`config.mk`:
```
export PLATFORM = sky130hd
export DESIGN_NAME = axis_decimator
export DESIGN_NICKNAME = d
export VERILOG_FILES = /design/src/rtl/axis_decimator_pkg.sv /design/src/rtl/axis_skid_buffer.sv /design/src/rtl/axis_decimator.sv
export SDC_FILE = /design/constraint.sdc
export NUM_CORES = 1
export LEC_CHECK = 0
export ABC_CLOCK_PERIOD_IN_PS = 4400
export CAP_MARGIN = 20
export CORE_MARGIN = 3
export CORE_UTILIZATION = 56
export CTS_CLUSTER_DIAMETER = 120
export DETAILED_ROUTE_END_ITERATION = 7
export PLACE_DENSITY = 0.88
export SLEW_MARGIN = 20
export SYNTH_ARGS = -nofsm -noshare
export SYNTH_HDL_FRONTEND = slang
export SYNTH_SLANG_ARGS = --single-unit
```
`constraint.sdc`:
```
create_clock -name aclk -period 4.4 [get_ports aclk]
set_input_delay 1.32 -clock aclk [delete_from_list [all_inputs] [get_ports aclk]]
set_output_delay 1.32 -clock aclk [all_outputs]
set_load 0.02 [all_outputs]
```
`src/rtl/axis_decimator_pkg.sv`:
```
// Shared constants and types for the AXI-Stream decimator slice.
package axis_decimator_pkg;

    localparam int unsigned DATA_W_DEFAULT  = 16;
    localparam int unsigned RATIO_W_DEFAULT = 8;
    localparam int unsigned KEPT_CNT_W      = 16;

    typedef struct packed {
        logic [DATA_W_DEFAULT-1:0] tdata;
        logic                      tlast;
    } skid_entry_t;

    typedef enum logic [1:0] {
        SKID_EMPTY,
        SKID_ONE,
        SKID_FULL
    } skid_state_e;

endpackage

```
`src/rtl/axis_skid_buffer.sv`:
```
// Two-entry registered AXI-Stream slice: output register plus one skid entry,
// with a registered upstream ready that is high whenever the skid entry is free.
module axis_skid_buffer
    import axis_decimator_pkg::*;
#(
    parameter int unsigned payload_width = DATA_W_DEFAULT + 1
) (
    input  logic                     aclk,
    input  logic                     resetn,
    input  logic [payload_width-1:0] in_payload,
    input  logic                     in_push,
    output logic                     in_ready,
    output logic [payload_width-1:0] out_payload,
    output logic                     out_valid,
    input  logic                     out_ready
);

    skid_state_e              state_q, state_d;
    logic [payload_width-1:0] or_q, or_d;
    logic [payload_width-1:0] sk_q, sk_d;
    logic                     ready_q, ready_d;
    logic                     pop;

    always_comb begin
        pop     = (state_q != SKID_EMPTY) && out_ready;
        state_d = state_q;
        or_d    = or_q;
        sk_d    = sk_q;
        case (state_q)
            SKID_EMPTY: begin
                if (in_push) begin
                    or_d    = in_payload;
                    state_d = SKID_ONE;
                end
            end
            SKID_ONE: begin
                if (in_push && pop) begin
                    or_d = in_payload;
                end else if (in_push) begin
                    sk_d    = in_payload;
                    state_d = SKID_FULL;
                end else if (pop) begin
                    state_d = SKID_EMPTY;
                end
            end
            SKID_FULL: begin
                // in_push cannot occur here: in_ready is low while the skid entry is occupied
                if (pop) begin
                    or_d    = sk_q;
                    state_d = SKID_ONE;
                end
            end
            default: state_d = SKID_EMPTY;
        endcase
        ready_d = (state_d != SKID_FULL);
    end

    always_ff @(posedge aclk) begin
        if (!resetn) begin
            state_q <= SKID_EMPTY;
            or_q    <= '0;
            sk_q    <= '0;
            ready_q <= 1'b0;
        end else begin
            state_q <= state_d;
            or_q    <= or_d;
            sk_q    <= sk_d;
            ready_q <= ready_d;
        end
    end

    assign out_valid   = (state_q != SKID_EMPTY);
    assign out_payload = or_q;
    assign in_ready    = ready_q;

endmodule

```
`src/rtl/axis_decimator.sv`:
```
// AXI-Stream integer decimator: keeps one of every R accepted samples, always
// keeps tlast samples, and restarts the phase at each frame boundary.
module axis_decimator
    import axis_decimator_pkg::*;
#(
    parameter int unsigned data_width  = DATA_W_DEFAULT,
    parameter int unsigned ratio_width = RATIO_W_DEFAULT
) (
    input  logic                   aclk,
    input  logic                   resetn,
    input  logic [data_width-1:0]  s_axis_tdata,
    input  logic                   s_axis_tlast,
    input  logic                   s_axis_tvalid,
    output logic                   s_axis_tready,
    output logic [data_width-1:0]  m_axis_tdata,
    output logic                   m_axis_tlast,
    output logic                   m_axis_tvalid,
    input  logic                   m_axis_tready,
    input  logic [ratio_width-1:0] decimation_ratio,
    output logic [KEPT_CNT_W-1:0]  kept_count
);

    logic [ratio_width-1:0] cnt_q, cnt_d;
    logic [ratio_width-1:0] ratio_q, ratio_d;
    logic [KEPT_CNT_W-1:0]  kept_count_q, kept_count_d;
    logic                   accept;
    logic                   keep;
    logic [data_width:0]    out_payload;

    always_comb begin
        accept       = s_axis_tvalid && s_axis_tready;
        keep         = accept && ((cnt_q == '0) || s_axis_tlast);
        cnt_d        = cnt_q;
        ratio_d      = ratio_q;
        kept_count_d = kept_count_q;
        if (accept) begin
            if (s_axis_tlast || (ratio_q <= ratio_width'(1)) || (cnt_q == ratio_q - ratio_width'(1))) begin
                cnt_d = '0;
            end else begin
                cnt_d = cnt_q + ratio_width'(1);
            end
        end
        // Ratio only reloads on a kept sample so a period is never cut short mid-way
        if (keep) begin
            ratio_d      = decimation_ratio;
            kept_count_d = kept_count_q + KEPT_CNT_W'(1);
        end
    end

    always_ff @(posedge aclk) begin
        if (!resetn) begin
            cnt_q        <= '0;
            ratio_q      <= decimation_ratio;
            kept_count_q <= '0;
        end else begin
            cnt_q        <= cnt_d;
            ratio_q      <= ratio_d;
            kept_count_q <= kept_count_d;
        end
    end

    axis_skid_buffer #(
        .payload_width(data_width + 1)
    ) u_skid (
        .aclk       (aclk),
        .resetn     (resetn),
        .in_payload ({s_axis_tdata, s_axis_tlast}),
        .in_push    (keep),
        .in_ready   (s_axis_tready),
        .out_payload(out_payload),
        .out_valid  (m_axis_tvalid),
        .out_ready  (m_axis_tready)
    );

    assign m_axis_tdata = out_payload[data_width:1];
    assign m_axis_tlast = out_payload[0];
    assign kept_count   = kept_count_q;

endmodule

```
==> flow_summary.json <==
{
  "status": "finished, final reports clean",
  "regToRegSetupSlack_ps": 1740,
  "grt_pass1_vias": 2648,
  "cts_setup_buffers": 0,
  "peakVddDrop_uv": 272,
  "htreeDepth": 3,
  "slowest_stage": "a21oi_2",
  "final_common_cell": "clkdlybuf4s50_1",
  "drv_cap": 0,
  "place_congestion": 0.837,
  "drt-initial-drc-count": 155,
  "critPathMaxFanout": 34,
  "diodes": 0,
  "synth_seq_cells": 69,
  "holdPathEnd": "u_skid.sk_q[10]",
  "postCtsHoldBufs": 0,
  "yosysWarnings": 0,
  "final_cell_mix": "clkdlybuf4s50_1 (62), dfxtp_1 (61), nand2_1 (49), o21ai_0 (21), nand3_1 (21)",
  "setup_violations": 0,
  "antenna_left": 0,
  "cts_made_buffers": 9,
  "cpPeakStageDelay_ps": 790,
  "grt_overflow": 0,
  "clockRootBuffer": "clkbuf_8",
  "route.vias.total": 2758,
  "hold_violations": 0,
  "grt_setup_unrepaired": "no",
  "synth_cell_types": 41,
  "path_class": "in -> reg",
  "timing.rr.end": "u_skid.out_payload[11]",
  "crit_buf_inv": 1,
  "core_area_um2": 5610,
  "synth_area_um2": 3310,
  "cp-start-kind": "input pin",
  "synthTopCellsByArea": "dfxtp_1 (37%), edfxtp_1 (7.3%), mux2i_1 (5.7%), nand2_1 (5.6%), o211a_1 (5.1%)",
  "synthesis.nets": 392,
  "worstRegToRegCells": 6,
  "path_delay_family": "compound AO/OA/AOI/OAI gates",
  "relSlewSlack_pct": 32.2,
  "path_cells": "clkdlybuf4s50_1 > a21oi_2 > o22ai_4 > o211a_1",
  "viasPerCell": 5.63,
  "grt_pass1_wl_mm": 12.2,
  "syn_inst": 358,
  "finalSetupTns_ps": 0,
  "antenna_found_initial": 0,
  "worst_hold_slack_ps": 458,
  "yosysSeqAreaShare_pct": 44.1,
  "drt_first_pass_iters": 5,
  "syn_avg_cell_area_um2": 9.25,
  "cts_tree": "yes",
  "gr-usage-all-layers_pct": 21.4,
  "portBuffers": 63,
  "fp.dieH_um": 82.9,
  "synth_ff_type": "dfxtp_1",
  "reg2reg_from": "cnt_q[0]",
  "hp-start": "u_skid.sk_q[10]",
  "drive_gt1_share_pct": 7.18,
  "hold_path_depth": 2,
  "core.rowCount": 27,
  "hold_class": "reg -> reg",
  "io_pins": 64,
  "fin_area_um2": 4190,
  "arrival_ps": 3460,
  "finClkSkew_ps": 15.7,
  "drc": 0,
  "dpl_cell_area_um2": 3980,
  "cts_buffer_depth": 2,
  "fmax_mhz": 311,
  "worstSetupEndpointType": "register",
  "post_drt_wl_per_cell_um": 15.0,
  "cts_resized": 0,
  "cts_sinks": 69,
  "synth_area_leader_cell": "dfxtp_1",
  "synthArstFlopShare_pct": 0,
  "synthToLayoutAreaGrowth_pct": 26.4,
  "initial_core_util_pct": 59.1,
  "nets": 447,
  "dpl.hpwl_mm": 5.07,
  "grt_max_degree": 41,
  "worst_pin_slew_ps": 1020,
  "period_minus_slack_ps": 3220,
  "p_total_w": 0.00140,
  "clkTransAtPathRegs_ps": 70,
  "period_share_pct": 73.1,
  "slew_violations": 0,
  "power.density_nw_per_um2": 334,
  "worstPathRequired_ps": 4640,
  "synth_edf_count": 8,
  "dieWidth_um": 82.9,
  "synth_top_area_share_pct": 36.9,
  "routed_wl_mm": 7.35,
  "clk_latency_ps": 360,
  "die-area_um2": 6870,
  "total_leakage_power_nw": 1.83
}
## where the power goes
group	internal, W	switching (W)
sequential	0.000662	0.0000219
clock	0.000292	0.000241
combinational	0.0000887	0.0000899
total	0.00104	0.000353
## flip-flops by register name (all words and copies together) (netlist names)
| register | count |
|---|---|
| u_skid.sk_q | 17 |
| kept_count | 16 |
| u_skid.out_payload | 17 |
| u_skid.in_ready | 1 |
| cnt_q | 8 |
| u_skid.state_q | 2 |
| ratio_q | 8 |
## worst max-delay path by stage
| stage | start | endpoint | slack, ps | depth (start not counted) |
|---|---|---|---|---|
| 3_3_place_gp | s_axis_tlast | u_skid.out_payload[14] | 720 | 4 |
| 4_1_cts | s_axis_tlast | ratio_q[1] | 1140 | 3 |
| 3_5_place_dp | s_axis_tlast | ratio_q[4] | 810 | 3 |
| 2_1_floorplan | s_axis_tvalid | ratio_q[0] | 1500 | 4 |
| 6_report | s_axis_tlast | u_skid.out_payload[11] | 1180 | 4 |
| 5_1_grt | s_axis_tvalid | u_skid.sk_q[9] | 1030 | 7 |
## worst register-to-register path, cell delays in order (launching register included)
cell and delay [ps]:
dfxtp_1 450, inv_1 110, ha_1 220, nor4b_4 130, a21oi_2 810, o22ai_4 470
o211a_1 360
## cells in the mapped netlist, types with 4 or more instances
cell,number
o21ai_0,22
xnor2_1,15
and2_1,14
nor3_1,10
nand4_1,12
xor2_1,16
ha_1,5
nor4_1,6
nand3_1,21
edfxtp_1,8
nand2b_1,4
dfxtp_1,61
mux2i_1,19
o211a_1,17
inv_1,7
nand2_1,49
clkbuf_1,20
nor2_1,12
## layout make-up
cell class,count,area (um2)
clock buffer,11,151
clock inverter,5,58.8
fill,461,1420
inverter,7,26.3
multi-input combinational,259,1740
sequential,69,1460
tap,72,90.1
timing repair buffer,67,656
## cell families (layout without fill, tap and decap cells)
kind of cell	count (synthesis)	after routing	synth area share, %
adders and majority gates	5	5	1.89
muxes	19	19	5.74
xor gates and xnor gates	31	31	8.20
AOI/OAI and AO/OA	51	51	11.3
and+or+nand+nor	153	153	25.0
DFF	69	69	44.1
buffers and inverters	30	90	3.70
## metal layers
metal	share of wire, %	global-route usage (%)
met1	44	27.3
met2	50	34.8
met3	5.7	7.14
met4	0.52	5.79
met5	0	0
## per-stage QoR
step	setup WS (ps)	instances	util (%)
global route	1030	490	74.6
CTS	1140	490	74.6
global placement	722	474	70.7
finish	1180	490	74.6
detailed placement	805	474	70.9
floorplan	1500	358	-
No activity file was read; power rests on OpenSTA's default activity.
